==> config.mk <==
export PLATFORM = sky130hd
export DESIGN_NAME = drop_scheduler
export DESIGN_NICKNAME = d
export VERILOG_FILES = /design/src/rtl/game_pkg.sv /design/src/rtl/lfsr16.sv /design/src/rtl/drop_scheduler.sv
export SDC_FILE = /design/constraint.sdc
export NUM_CORES = 1
export LEC_CHECK = 0
export CAP_MARGIN = 40
export CORE_UTILIZATION = 40
export DETAILED_ROUTE_END_ITERATION = 6
export PLACE_DENSITY = 0.7
export SYNTH_ARGS = -nofsm -noshare
export SYNTH_HDL_FRONTEND = slang
export SYNTH_HIERARCHICAL = 1
export SYNTH_SLANG_ARGS = --single-unit
==> constraint.sdc <==
create_clock -name clk -period 4.1 [get_ports clk]
set_input_delay 1.025 -clock clk [delete_from_list [all_inputs] [get_ports clk]]
set_output_delay 1.025 -clock clk [all_outputs]
set_load 0.05 [all_outputs]
==> src/rtl/game_pkg.sv <==
// Shared definitions for the stacking game: FSM state encoding and
// screen/block geometry so the scheduler and stack agree on sizes.
package game_pkg;

    typedef enum logic [2:0] {
        IDLE   = 3'd0,
        SPAWN  = 3'd1,
        FALL   = 3'd2,
        PAUSED = 3'd3,
        WIN    = 3'd4,
        LOSE   = 3'd5
    } state_t;

    localparam int SCREEN_W = 640;
    localparam int SCREEN_H = 480;
    localparam int BLOCK_H  = 20;

endpackage

==> src/rtl/lfsr16.sv <==
// 16-bit Fibonacci LFSR (taps 16,14,13,11), advances every clock.
// Ports: clk, rst (async active-low), o_value = current register value.
module lfsr16 #(
    parameter logic [15:0] SEED = 16'hACE1
) (
    input  logic        clk,
    input  logic        rst,
    output logic [15:0] o_value
);

    logic [15:0] r_lfsr;
    logic        w_fb;

    // Right-shifting form: taps 16,14,13,11 land on bits 0,2,3,5.
    assign w_fb = r_lfsr[0] ^ r_lfsr[2] ^ r_lfsr[3] ^ r_lfsr[5];

    always_ff @(posedge clk or negedge rst) begin
        if (!rst) begin
            r_lfsr <= SEED;
        end else begin
            r_lfsr <= {w_fb, r_lfsr[15:1]};
        end
    end

    assign o_value = r_lfsr;

endmodule

==> src/rtl/drop_scheduler.sv <==
// Game sequencer: spawns one falling block at a time, advances it on a
// divided tick, retires it on collision or floor miss, tracks pause/win/lose.
// Inputs: clk, rst (async active-low), start, pause_btn, collision, height.
// Outputs: fall_x/fall_y/fall_color/fall_active, pause, stack_clr, misses,
//          state, game_over, win.  All driven from registers.
module drop_scheduler
    import game_pkg::*;
#(
    parameter int TICK_W     = 18,
    parameter int FALL_STEP  = 2,
    parameter int SPAWN_Y    = 0,
    parameter int PARK_Y     = 0,
    parameter int FLOOR_Y    = 470,
    parameter int X_MIN      = 20,
    parameter int X_MAX      = 470,
    parameter int MAX_MISS   = 3,
    parameter int WIN_HEIGHT = 16
) (
    input  logic       clk,
    input  logic       rst,
    input  logic       start,
    input  logic       pause_btn,
    input  logic       collision,
    input  logic [9:0] height,
    output logic [9:0] fall_x,
    output logic [9:0] fall_y,
    output logic [1:0] fall_color,
    output logic       fall_active,
    output logic       pause,
    output logic       stack_clr,
    output logic [1:0] misses,
    output logic [2:0] state,
    output logic       game_over,
    output logic       win
);

    localparam logic [9:0] L_STEP  = 10'(FALL_STEP);
    localparam logic [9:0] L_SPAWN = 10'(SPAWN_Y);
    localparam logic [9:0] L_PARK  = 10'(PARK_Y);
    localparam logic [9:0] L_FLOOR = 10'(FLOOR_Y);
    localparam logic [9:0] L_XMIN  = 10'(X_MIN);
    localparam logic [9:0] L_XMAX  = 10'(X_MAX);
    localparam logic [9:0] L_WIN_H = 10'(WIN_HEIGHT);
    localparam logic [1:0] L_MAXM  = 2'(MAX_MISS);

    state_t            r_state;
    logic [TICK_W-1:0] r_div;
    logic              r_start_q;
    logic              r_pause_q;
    logic              r_coll_q;
    logic [9:0]        r_x;
    logic [9:0]        r_y;
    logic [1:0]        r_color;
    logic              r_active;
    logic              r_pause;
    logic              r_clr;
    logic [1:0]        r_miss;

    logic [15:0]       w_lfsr;
    logic [4:0]        w_lfsr_unused;
    logic              w_tick;
    logic              w_start_p;
    logic              w_pause_p;
    logic              w_coll_p;
    logic [9:0]        w_y_next;
    logic              w_floor;
    logic [9:0]        w_x_raw;
    logic [9:0]        w_x_spawn;
    logic [1:0]        w_color;
    logic [1:0]        w_miss_next;

    lfsr16 #(
        .SEED (16'hACE1)
    ) u_lfsr (
        .clk     (clk),
        .rst     (rst),
        .o_value (w_lfsr)
    );

    assign w_lfsr_unused = w_lfsr[15:11];

    assign w_tick    = (r_div == '0);
    assign w_start_p = start & ~r_start_q;
    assign w_pause_p = pause_btn & ~r_pause_q;
    // A collision held for several cycles must retire only one block.
    assign w_coll_p  = collision & ~r_coll_q;

    assign w_y_next  = r_y + L_STEP;
    assign w_floor   = (w_y_next >= L_FLOOR);

    // Spawn x folds values past the right edge back by 256.
    assign w_x_raw   = L_XMIN + {1'b0, w_lfsr[8:0]};
    assign w_x_spawn = (w_x_raw > L_XMAX) ? (w_x_raw - 10'd256) : w_x_raw;
    assign w_color   = (w_lfsr[10:9] == 2'b00) ? 2'b01 : w_lfsr[10:9];

    assign w_miss_next = (r_miss == L_MAXM) ? r_miss : (r_miss + 2'd1);

    always_ff @(posedge clk or negedge rst) begin
        if (!rst) begin
            r_state   <= IDLE;
            r_div     <= '0;
            r_start_q <= 1'b0;
            r_pause_q <= 1'b0;
            r_coll_q  <= 1'b0;
            r_x       <= '0;
            r_y       <= L_PARK;
            r_color   <= 2'b00;
            r_active  <= 1'b0;
            r_pause   <= 1'b1;
            r_clr     <= 1'b0;
            r_miss    <= 2'd0;
        end else begin
            r_div     <= r_div + 1'b1;
            r_start_q <= start;
            r_pause_q <= pause_btn;
            r_coll_q  <= collision;
            r_clr     <= 1'b0;
            unique case (r_state)
                IDLE, WIN, LOSE: begin
                    if (w_start_p) begin
                        r_clr   <= 1'b1;
                        r_miss  <= 2'd0;
                        r_state <= SPAWN;
                    end
                end
                SPAWN: begin
                    if (height >= L_WIN_H) begin
                        r_active <= 1'b0;
                        r_state  <= WIN;
                    end else begin
                        r_x      <= w_x_spawn;
                        r_color  <= w_color;
                        r_y      <= L_SPAWN;
                        r_active <= 1'b1;
                        r_pause  <= 1'b0;
                        r_state  <= FALL;
                    end
                end
                FALL: begin
                    if (w_coll_p) begin
                        r_active <= 1'b0;
                        r_y      <= L_PARK;
                        r_pause  <= 1'b1;
                        r_state  <= SPAWN;
                    end else if (w_tick && w_floor) begin
                        r_active <= 1'b0;
                        r_y      <= L_PARK;
                        r_miss   <= w_miss_next;
                        r_pause  <= 1'b1;
                        r_state  <= (w_miss_next == L_MAXM) ? LOSE : SPAWN;
                    end else if (w_pause_p) begin
                        r_pause <= 1'b1;
                        r_state <= PAUSED;
                    end else if (w_tick) begin
                        r_y <= w_y_next;
                    end
                end
                PAUSED: begin
                    if (w_pause_p) begin
                        r_pause <= 1'b0;
                        r_state <= FALL;
                    end
                end
                default: begin
                    r_pause <= 1'b1;
                    r_state <= IDLE;
                end
            endcase
        end
    end

    assign fall_x      = r_x;
    assign fall_y      = r_y;
    assign fall_color  = r_color;
    assign fall_active = r_active;
    assign pause       = r_pause;
    assign stack_clr   = r_clr;
    assign misses      = r_miss;
    assign state       = r_state;
    assign game_over   = (r_state == LOSE);
    assign win         = (r_state == WIN);

endmodule

Yosys cells after proc, flatten, opt, wreduce, memory -nomap -nowiden

Index checks and enable logic that the tools add are counted.

Register bits after elaboration: 67
Latch bits: 0
Bits in writable memories: 0
ROM bits: 0
Input bits: 15
Output and inout bits: 32
Word-level logic and storage cells: 94
Memories: 0

$add $sub $neg: 5
$mul: 0
Divide/modulo/power cells: 0
$lt $le $gt $ge: 3
Equality and inequality tests: 16
Shifts and indexed selects: 0
Mux-type cells: 33
Bitwise logic cells: 11
Reductions and logical operators: 13

Operator list:

| kind                    | count |
|---|---|
| $mux W10                | 6 |
| $mux W3                 | 7 |
| $pmux W10 S2            | 1 |
| $add A18 B1 Y18 const B | 1 |
| $logic_not A18 Y1       | 1 |
| $ne A4 B4 Y1 const B    | 3 |
| $pmux W3 S4             | 1 |
| $reduce_and A4 Y1       | 3 |
| $add A10 B2 Y10 const B | 1 |
| $add A5 B9 Y10 const A  | 1 |
| $ge A10 B5 Y1 const B   | 1 |
| $ge A10 B9 Y1 const B   | 1 |
| $gt A10 B9 Y1 const B   | 1 |
| $mux W1                 | 10 |
| $mux W2                 | 5 |
| $ne A2 B2 Y1 const B    | 5 |
| $sub A10 B9 Y10 const B | 1 |
| $eq A3 B2 Y1 const B    | 2 |
| $eq A3 B3 Y1 const B    | 2 |
| $not A1 Y1              | 5 |
| $eq A2 B2 Y1 const B    | 2 |
| $pmux W1 S4             | 1 |
| $pmux W2 S2             | 1 |
| $reduce_and A2 Y1       | 2 |
| 12 further kinds        | 17 |

Logic depth before layout (Yosys ltp)

Gate-level depths: netlist of run 1.

Depth after elaboration: 7
Gate-level depth with buffers: 10
Gate-level depth less buffers: 10

Hierarchy

The synthesis of run 1 kept the hierarchy.

Modules (own cells, without submodules):

| module         | instances | cells each | area an instance (um^2) | sequential area each (um^2) |
|---|---|---|---|---|
| drop_scheduler | 1         | 269        | 2663.8                  | 1252.5 |
| lfsr16         | 1         | 19         | 436.7                   | 410.4 |

Worst setup path before layout of run 1

OpenSTA, ideal clock, no wires.

Path kind: input port to flip-flop
Start: in height[6]
End: reg r_y[3] (netlist: fall_y[3])
Setup time: 0.074 ns
Arrival: 2.713 ns
Data required time: 4.026 ns
Path slack: 1.313 ns
Stages on the path: 8
Path buffers: 1
Cell sequence: or4_1 > nor3_2 > nand3_1 > o31a_4 > nand2b_4 > buf_6 > or3_1 > o21ai_2

Longest elaborated chain between the ends: 3

RTL lines:

| what                        | line                  | text |
|---|---|---|
| from (decl)                 | drop_scheduler.sv:24  | `input logic [9:0] height,` |
| $ge A10 B5 Y1               | drop_scheduler.sv:127 | `if (height >= L_WIN_H) begin` |
| $ne A2 B2 Y1 (no line)      | n/a                   |  |
| $reduce_and A4 Y1 (no line) | n/a                   |  |
| to (signal assigned)        | drop_scheduler.sv:155 | `r_y <= w_y_next;` |
| to (decl)                   | drop_scheduler.sv:52  | `logic [9:0] r_y;` |

Every way passes these cells.
A chain may end at the register's enable or synchronous reset.

Worst setup path after layout of run 1

Start: reg r_state[0] (netlist: state[0])
End: out win

Longest elaborated chain between the ends: 1

RTL lines:

| what                   | line                  | text |
|---|---|---|
| from (decl)            | drop_scheduler.sv:46  | `state_t r_state;` |
| from (signal assigned) | drop_scheduler.sv:150 | `r_state <= (w_miss_next == L_MAXM) ? LOSE : SPAWN;` |
| $eq A3 B3 Y1           | drop_scheduler.sv:181 | `assign win = (r_state == WIN);` |
| to (decl)              | drop_scheduler.sv:34  | `output logic win` |

Every way passes these cells.

==> summary.md, run 1 <==
| Metric | Value |
|---|---|
| Status | finished, final reports clean |
| Final Skew | 0.00725 ns |
| Logic pwr share | 21.9% |
| Setup crit start kind | flop |
| Critical path peak fanout | 12 |
| Top post-synthesis cells by count | 57 x dfrtp_1, 28 x nand2_1, 20 x nand3_1 |
| DP Area | about 0.0036 mm2 |
| Post-route clock period utilization | between 70 and 80% |
| FF-to-FF Start | fall_y[1] |
| RSZ-0062 raised after global routing | no |
| Switching Share | between 30% and 40% |
| DIE AREA | 0.00811 mm2 |
| Placed cells | 423 |
| Hold path endpoint | u_lfsr/o_value[13] |
| Path depth of the worst reg2reg path | 8 |
| Register area share after synthesis | 53.6% |
| Area Overhead vs Synth | 23.5% |
| TritonRoute pass-1 iters | 5 |
| Num CTS Buffers | 9 |
| Syn Inst Count | 288 |
| Sequential power share | approximately 43% |
| First-pass GRT wire length | between 10 and 15 mm |
| WP data required | ~3.1 ns |
| Most common cell in the netlist | dfrtp_1 |
| Placement Setup Slack | between 0.8 and 0.9 ns |
| Via count | ~2300 |
| Routability congestion estimate | ~0.81 |
| Largest net degree at the start of global routing | 32 |
| Hold_sp | u_lfsr/o_value[14] |
| Leak Pwr | between 1.5 and 2 nW |
| WL per Instance | around 13 um |
| Crit Path Category | reg -> out |
| Fin. max-slew vios | 0 |
| Final instance area | 0.00383 mm2 |
| Maximum clock rate | between 300 and 400 MHz |
| Setup slack, reg-to-reg | approximately 1.5 ns |
| Die height | between 90 and 100 um |
| Antenna Cells | 0 |
| Setup TNS | 0 ns |
| Post-CTS setup buffer count | 0 |
| Syn_area_per_cell | approximately 11 um2 |
| Share of the synthesized area in the top cell type | between 40% and 50% |
| H-Tree Depth | 3 |
| Gr usage total | between 10% and 20% |
| Final hold slack | between 0.3 and 0.4 ns |
| Max_cap viols | 0 |
| Worst-Margin Slew | about 0.51 ns |
| Detailed-route wire length | slightly below 6 mm |
| Main flop type after synthesis | dfrtp_1 |
| TritonCTS clock tree | built |
| Sink Count | 66 |
| Max VDD drop | approximately 190 uV |
| Row count | 31 |
| Starting Density | between 40% and 50% |
| Asr flop ratio synth | 100% |
| Area leader, netlist | dfrtp_1 |
| Yosys warning count | 6 |
| Io pins | 47 |
| Min-delay worst type | reg -> reg |
| Die Span X | 90.0 um |
| Relative slew slack | 65.6% |
| DPL Wire Length | between 4 and 5 mm |
| PortBufs | between 40 and 50 |
| Sw power | around 530 uW |
| Clock Power Share | roughly a third |
| Crit path capture type | output port |
| Vias per cell | about 5.1 |
| Final cell count without fillers | approximately 440 |
| Initial antenna violation count | 0 |
| Worst-Skew Late Latency | 0.34 ns |
| Ranking of synthesized cells by area | dfrtp_1 46%, dfstp_2 7.6%, xnor2_1 5.4% |
| Critical path arrival | about 2.0 ns |
| Layout cell share with drive strength beyond 1 | 13.8% |
| Clock root buffer | clkbuf_8 |
| Hold Buf Count CTS | 0 |
| Final setup vio count | 0 |
| # resized after CTS | 0 |
| Initial DRC Count | between 80 and 90 |
| Post-route worst setup slack | 1.11 ns |
| PwrDens | roughly 450 mW/mm2 |
| WHS Path Cells | 0 |
| Int Pwr | 1.18 mW |
| Nets | 356 |
| Core ar. | ~0.0074 mm2 |
| Synth unique cells | slightly below 60 |
| Clock Tree Buf Depth | 2 |
| Post-synth EDFFs | 0 |
| Total gr overflow | 0 |
| Seq cells post-synth | 66 |
| Syn_nets | between 300 and 400 |
| DRC | 0 |
| Tmin final | 2.99 ns |
| RR Endpoint | fall_y[4] |
| Vias in the first global route | 2216 |
| Post-DRT Antenna Nets | 0 |
| Final hold viol count | 0 |
| Post-Syn Area | just over 0.003 mm2 |
| Clock transition at path regs | 0.07 ns |
==> power groups by stage <==
stage | Clock [mW] | Sequential, mW | Combinational, mW
3_3_place_gp | 0 | 0.746 | 0.369
5_1_grt | 0.647 | 0.743 | 0.396
2_1_floorplan | 0 | 0.850 | 0.148
6_report | 0.599 | 0.735 | 0.374
4_1_cts | 0.615 | 0.736 | 0.378
3_5_place_dp | 0 | 0.748 | 0.376
==> critical path, stage by stage (launching register included) <==
cell	delay, ns
dfrtp_1	0.51
nor2_1	0.19
and2_1	0.14
clkdlybuf4s50_1	0.79
==> layout make-up <==
type	count	area, um2
Clock buffer	10	138
Clock inverter	6	80.1
Fill cell	666	3540
Inverter	9	33.8
Multi-Input combinational cell	204	1340
Sequential cell	66	1660
Tap cell	99	124
Timing Repair Buffer	45	448
==> registers in the layout, indices dropped and copies added (netlist names) <==
register,cells
fall_x,10
state,3
r_coll_q,1
fall_y,9
r_start_q,1
misses,2
fall_active,1
pause,1
r_pause_q,1
r_div,18
fall_color,2
u_lfsr/o_value,16
stack_clr,1
==> cell usage in the layout, fill, tap and decap left out, drive strengths merged, types with 4 or more instances in the layout <==
cell           synthesis  layout
dfrtp                 57      57
clkdlybuf4s50          0      40
nand2                 28      28
nand3                 20      20
xnor2                 19      19
o21ai                 19      19
nor2                  14      14
clkbuf                 5      10
inv                    9       9
dfstp                  9       9
xor2                   7       7
o31ai                  7       7
nor3                   7       7
a21oi                  6       6
ha                     6       6
and3                   6       6
and2                   5       5
nor2b                  5       5
mux2                   5       5
nand2b                 5       5
buf                    4       5
nand4                  4       4
clkinv                 0       4
a21o                   4       4
==> cells by family after synthesis <==
family | count (synthesis) | synth area share, %
simple gates | 109 | 18.6
flops | 66 | 53.6
compound gates | 56 | 12.7
xor+xnor | 26 | 7.34
buf+inv | 18 | 3.07
fa+ha+maj | 6 | 2.42
mux | 6 | 2.14
other cells | 1 | 0.121
==> worst max path at each step <==
stage,start,depth (start not counted),endpoint
after global placement,height[6],8,fall_y[3]
after floorplan,height[6],8,fall_y[3]
after CTS,state[0],3,win
final,state[0],3,win
after global routing,state[0],3,win
after detailed placement,height[6],8,fall_y[3]
==> metrics by stage <==
step	total power, mW	utilization, %
global placement	1.11	48.7
CTS	1.73	52.0
finish	1.71	52.0
global route	1.79	52.0
floorplan	0.998	-
detailed placement	1.12	49.0
==> routing by layer <==
metal	global-route usage, %	vias to the layer above	routed length, um
met2	24.5	50	2730
met1	21.5	1091	2830
met4	8.47	0	113
met5	0	-	0
li1	-	1111	-
met3	3.38	8	204
No activity file was read; power rests on OpenSTA's default activity.
==> run 2: changes to the inputs <==
Clock period 4.1 ns to 3.1 ns, I/O delays scaled along.
==> run 2 against run 1 <==
Via count down 1.0%. First-iteration DRC count down 2.2%. Critical path depth unchanged. Clock skew up 0.0080 ns. Critical endpoint unchanged. Largest power group unchanged. Highest routed layer unchanged.
==> summary.md, run 2 (same netlist as run 1, synthesis figures left out) <==
| Metric | Value |
|---|---|
| Hold Buf Count CTS | 0 (unchanged) |
| Maximum clock rate | 365 MHz |
| Max_cap viols | 0 (unchanged) |
| Slowest stage delay, CP | 0.79 ns (about the same) |
| Clock Tree Buf Depth | 2 (unchanged) |
| Post-DRT Antenna Nets | 0 (unchanged) |
| TritonCTS clock tree | built |
| Vias per cell | 5.11 (-0.79%) |
| Cell depth of the worst setup path | 3 (unchanged) |
| # resized after CTS | 0 (unchanged) |
| Crit Path Category | reg -> out |
| Relative slew slack | 46.2% (-19 points) |
| RR Endpoint | fall_y[4] |
| Cell family with most CP delay | buffers and inverters |
| H-Tree Depth | 3 (unchanged) |
| Clock transition at path regs | 0.07 ns (about the same) |
| Max VDD drop | 200 uV (+7.9%) |
| Clock root buffer | clkbuf_8 |
| Fillers | 675 (+1.4%) |
| Largest register FFs | 18 (unchanged) |
| Min-delay worst type | reg -> reg |
| Fin. max-slew vios | 0 (unchanged) |
| Placement Setup Slack | 0.233 ns (-0.625 ns) |
| Critical Path Sink | win |
| Most frequent cells in the layout | 57 x dfrtp_1, 40 x clkdlybuf4s50_1, 28 x nand2_1, 20 x nand3_1, 19 x xnor2_1 |
| Routability congestion estimate | 0.795 (-2.0%) |
| TritonRoute pass-1 iters | 4 (-1) |
| Setup TNS | 0 ns (unchanged) |
| CP bufs+invs | 1 (unchanged) |
| FF-to-FF Start | fall_y[1] |
| Die height | 90.0 um (unchanged) |
| DRC | 0 (unchanged) |
| Worst path cell trace | nor2_1 -> and2_1 -> clkdlybuf4s50_1 |
| Tmin final | 2.74 ns |
| Placed cells | 422 (-0.24%) |
| Layout cell share with drive strength beyond 1 | 13.0% (-0.84 points) |
| Core ar. | 0.00737 mm2 (unchanged) |
| DPL Wire Length | 3.91 mm (-6.0%) |
| Critical path peak fanout | 12 (unchanged) |
| Via count | 2237 (-1.0%) |
| Total gr overflow | 0 (unchanged) |
| Final cell count without fillers | 438 (-0.23%) |
| Area Overhead vs Synth | 21.8% |
| Starting Density | 42.1% (unchanged) |
| Post-route clock period utilization | 88.3% |
| Row count | 31 (unchanged) |
| Final Skew | 0.0152 ns (+0.00798 ns) |
| DIE AREA | 0.00811 mm2 (unchanged) |
| Post-CTS setup buffer count | 0 (unchanged) |
| Nets | 355 (-0.28%) |
| WL per Instance | 12.9 um (-3.9%) |
| Gr usage total | 15.6% (-0.43 points) |
| Path depth of the worst reg2reg path | 8 (unchanged) |
| CP startpoint | state[0] |
| Tot Pwr | 2.12 mW (+24%) |
| Num CTS Buffers | 9 (unchanged) |
| Critical path arrival | 1.96 ns (about the same) |
| Die Span X | 90.0 um (unchanged) |
| Worst-Skew Late Latency | 0.34 ns (about the same) |
| Initial DRC Count | 87 (-2.2%) |
| First-pass GRT wire length | 10.2 mm (-2.1%) |
| Vias in the first global route | 2215 (-0.045%) |
| PortBufs | 41 (unchanged) |
| RSZ-0062 raised after global routing | no |
| Final setup vio count | 0 (unchanged) |
| Top reg by flops | r_div |
| Status | finished, final reports clean |
| PwrDens | 562 mW/mm2 (+26%) |
| Antenna Cells | 0 (unchanged) |
| Worst-Margin Slew | 0.807 ns (+0.292 ns) |
| Setup crit start kind | flop |
| Largest net degree at the start of global routing | 67 (+110%) |
| Final hold viol count | 0 (unchanged) |
| Initial antenna violation count | 0 (unchanged) |
| Most common cell after layout, fill and taps aside | dfrtp_1 |
| Setup slack, reg-to-reg | 0.53 ns (-1.00 ns) |
| Leak Pwr | 1.63 nW (-1.9%) |
| Sink Count | 66 (unchanged) |
| Crit path capture type | output port |
| Critical path's slowest cell | clkdlybuf4s50_1 |
| Detailed-route wire length | 5.64 mm (-4.1%) |
| Final hold slack | 0.355 ns (+0.000422 ns) |
| Post-route worst setup slack | 0.363 ns (-0.746 ns) |
| Io pins | 47 (unchanged) |
| WP data required | 2.32 ns (-0.75 ns) |
[run 2: cell types whose count changed in the layout (fill, tap and decap cells not counted), sizes merged]
cell / delta
clkinvlp: +1
clkbuf: +4
clkinv: -3
bufinv: -2
buf: -1
[run 2: area by class of cell]
class	count	area [um2]	area share [%]
clock buffers	14	173	4.57
multi-input cells	204	1340	35.6
clock inverters	2	12.5	0.331
well taps	99	124	3.28
flip-flops and latches	66	1660	44.0
inverters	9	33.8	0.895
repair buffers	44	428	11.3
[run 2: worst min-delay path by stage]
stage | start | endpoint | depth (start not counted)
finish | u_lfsr/o_value[14] | u_lfsr/o_value[13] | 0
global route | u_lfsr/o_value[11] | u_lfsr/o_value[10] | 0
CTS | u_lfsr/o_value[14] | u_lfsr/o_value[13] | 0
detailed placement | u_lfsr/o_value[14] | u_lfsr/o_value[13] | 0
global placement | u_lfsr/o_value[14] | u_lfsr/o_value[13] | 0
floorplan | u_lfsr/o_value[12] | u_lfsr/o_value[11] | 0
[run 2: worst register-to-register path, cell delays in order, from the launching register on]
cell and delay, ns:
dfrtp_1 0.45, ha_1 0.33, nand2b_1 0.09, a2111oi_0 0.44, a211oi_1 0.14, o31ai_1 0.41, and2_1 0.28, a2bb2oi_1 0.21
o31ai_1 0.09
[run 2: through the flow]
| stage | instance area (um2) | utilization, % |
|---|---|---|
| finish | 3780 | 51.2 |
| global route | 3780 | 51.2 |
| CTS | 3780 | 51.2 |
| detailed placement | 3590 | 48.7 |
| global placement | 3590 | 48.7 |
| floorplan | 3100 | - |
[run 2: metal layers]
metal,GRT usage (%),vias to the layer above,wire length [um]
met5,0,-,0
met4,7.53,0,79
met3,4.15,6,203
met2,24.9,45,2670
met1,19.7,1082,2690
li1,-,1104,-
[run 2: report_power, final]
group          internal [mW]  switching [mW]  total [mW]
registers              0.913          0.0589       0.972
logic                  0.175           0.316       0.490
clock network          0.355           0.305       0.660
==> run 3: changes to the inputs <==
Settings changed: CORE_ASPECT_RATIO set to 0.6.
==> run 3 against run 2 <==
Non-clock buffer count up 1. Final area up 4.5%. Combinational power grew 1%. Via count is 2.4% higher. Sequential share of layout area shrank 1.9 points. Register-to-register slack worse by 0.09 ns. Clock power rose by 67%. Critical endpoint unchanged. Largest power group is now clock.
==> summary.md, run 3 (same netlist as run 1, synthesis figures left out) <==
| Metric | Value |
|---|---|
| Status | finished, final reports clean |
| Routability congestion estimate | 0.853 (+7.2%) |
| DRC | 0 (unchanged) |
| Clock root buffer | clkbuf_16 |
| Relative slew slack | 52.6% (+6.4 points) |
| PwrDens | 654 mW/mm2 (+16%) |
| Via count | 2291 (+2.4%) |
| Area Overhead vs Synth | 27.3% |
| Post-DRT Antenna Nets | 0 (unchanged) |
| DPL Wire Length | 4.59 mm (+18%) |
| Setup crit start kind | flop |
| Post-CTS setup buffer count | 0 (unchanged) |
| Fillers | 676 (+0.15%) |
| Crit Path Category | reg -> out |
| WL per Instance | 14.6 um (+13%) |
| Final setup vio count | 0 (unchanged) |
| Initial antenna violation count | 0 (unchanged) |
| Vias in the first global route | 2109 (-4.8%) |
| Starting Density | 42.0% (-0.10 points) |
| Placed cells | 428 (+1.4%) |
| First-pass GRT wire length | 10.8 mm (+6.4%) |
| Top reg by flops | r_div |
| DIE AREA | 0.00812 mm2 (+0.14%) |
| # resized after CTS | 0 (unchanged) |
| Path depth of the worst reg2reg path | 8 (unchanged) |
| TritonCTS clock tree | built |
| Sink Count | 66 (unchanged) |
| PortBufs | 41 (unchanged) |
| Io pins | 47 (unchanged) |
| Final hold viol count | 0 (unchanged) |
| Most common cell after layout, fill and taps aside | dfrtp_1 |
| Row count | 24 (-23%) |
| Critical path arrival | 1.99 ns (+0.03 ns) |
| Leak Pwr | 1.71 nW (+4.7%) |
| Total gr overflow | 0 (unchanged) |
| WHS Path Cells | 0 (unchanged) |
| Max VDD drop | 294 uV (+47%) |
| Final Skew | 0.00547 ns (-0.00976 ns) |
| Layout cell share with drive strength beyond 1 | 13.8% (+0.84 points) |
| WP data required | 2.32 ns (about the same) |
| Initial DRC Count | 163 (+87%) |
| Min-delay worst type | reg -> reg |
| Die Span X | 116 um (+28%) |
| Max_cap viols | 0 (unchanged) |
| Maximum clock rate | 362 MHz (-0.95%) |
| Area occupied by registers | 0.00166 mm2 (unchanged) |
| Largest register FFs | 18 (unchanged) |
| Largest net degree at the start of global routing | 37 (-45%) |
| Die height | 70.2 um (-22%) |
| DP Area | 0.00362 mm2 (+0.73%) |
| Crit path capture type | output port |
| Nets | 356 (+0.28%) |
| Hold Buf Count CTS | 0 (unchanged) |
| Fin. max-slew vios | 0 (unchanged) |
| Clock transition at path regs | 0.06 ns (about the same) |
| Vias per cell | 5.16 (+1.0%) |
| Core ar. | 0.00739 mm2 (+0.24%) |
| Num CTS Buffers | 9 (unchanged) |
| RSZ-0062 raised after global routing | no |
| Setup TNS | 0 ns (unchanged) |
| Final cell count without fillers | 444 (+1.4%) |
| Antenna Cells | 0 (unchanged) |
| Worst-Margin Slew | 0.711 ns (-0.0959 ns) |
| Final instance area | 0.00395 mm2 (+4.5%) |
| Worst-Skew Late Latency | 0.34 ns (about the same) |
| Final hold slack | 0.350 ns (-0.00522 ns) |
| Post-route clock period utilization | 89.1% (+0.85 points) |
| Critical path peak fanout | 12 (unchanged) |
| Detailed-route wire length | 6.47 mm (+15%) |
| H-Tree Depth | 3 (unchanged) |
| TritonRoute pass-1 iters | 4 (unchanged) |
| Gr usage total | 18.2% (+2.6 points) |
| Clock Tree Buf Depth | 2 (unchanged) |
| Tmin final | 2.76 ns (+0.0263 ns) |
| Most frequent cells in the layout | 57 x dfrtp_1, 40 x clkdlybuf4s50_1, 28 x nand2_1, 20 x nand3_1, 19 x xnor2_1 |
| Multi-input gate area | 0.00134 mm2 (unchanged) |
-- run 3: cell type report --
| class | instances | area share (%) |
|---|---|---|
| sequential | 66 | 42.1 |
| multi-input combinational | 204 | 34.0 |
| timing repair buffer | 45 | 11.4 |
| clock buffer | 10 | 6.06 |
| tap | 104 | 3.30 |
| clock inverter | 6 | 2.28 |
| inverter | 9 | 0.856 |
-- run 3: critical path, stage by stage (launching register included) --
cell and delay (ns):
dfrtp_1 0.52, nor2_1 0.19, and2_1 0.14, clkdlybuf4s50_1 0.80
-- run 3: through the flow --
step / total power, mW / utilization, % / setup slack, ns
2_1_floorplan: 1.32 / - / 0.563
3_3_place_gp: 1.49 / 49.0 / 0.205
3_5_place_dp: 1.49 / 49.0 / 0.179
4_1_cts: 2.60 / 53.4 / 0.345
5_1_grt: 2.67 / 53.4 / 0.180
6_report: 2.58 / 53.4 / 0.337
-- run 3: worst paths after layout --
path                                     from  slack, ns                 end
setup / recovery                     state[0]       0.34                 win
hold / removal             u_lfsr/o_value[12]       0.35  u_lfsr/o_value[11]
setup reg to reg                    fall_y[1]       0.44           fall_y[4]
hold reg to reg            u_lfsr/o_value[12]       0.35  u_lfsr/o_value[11]
max in group asynchronous                 rst       1.91               pause
min in group asynchronous                 rst       0.50            r_div[1]
-- run 3: power by group --
part           total [mW]  switching, mW  internal, mW
sequential          0.984         0.0698         0.914
clock                1.10          0.373         0.726
combinational       0.496          0.319         0.176
-- run 3: per-layer routing --
metal	part of all wire, %	GRT usage [%]	wire length [um]
met3	6.6	6.94	429
met2	38	22.4	2490
met5	0	0	0
met4	0.97	6.13	63
met1	54	28.2	3490
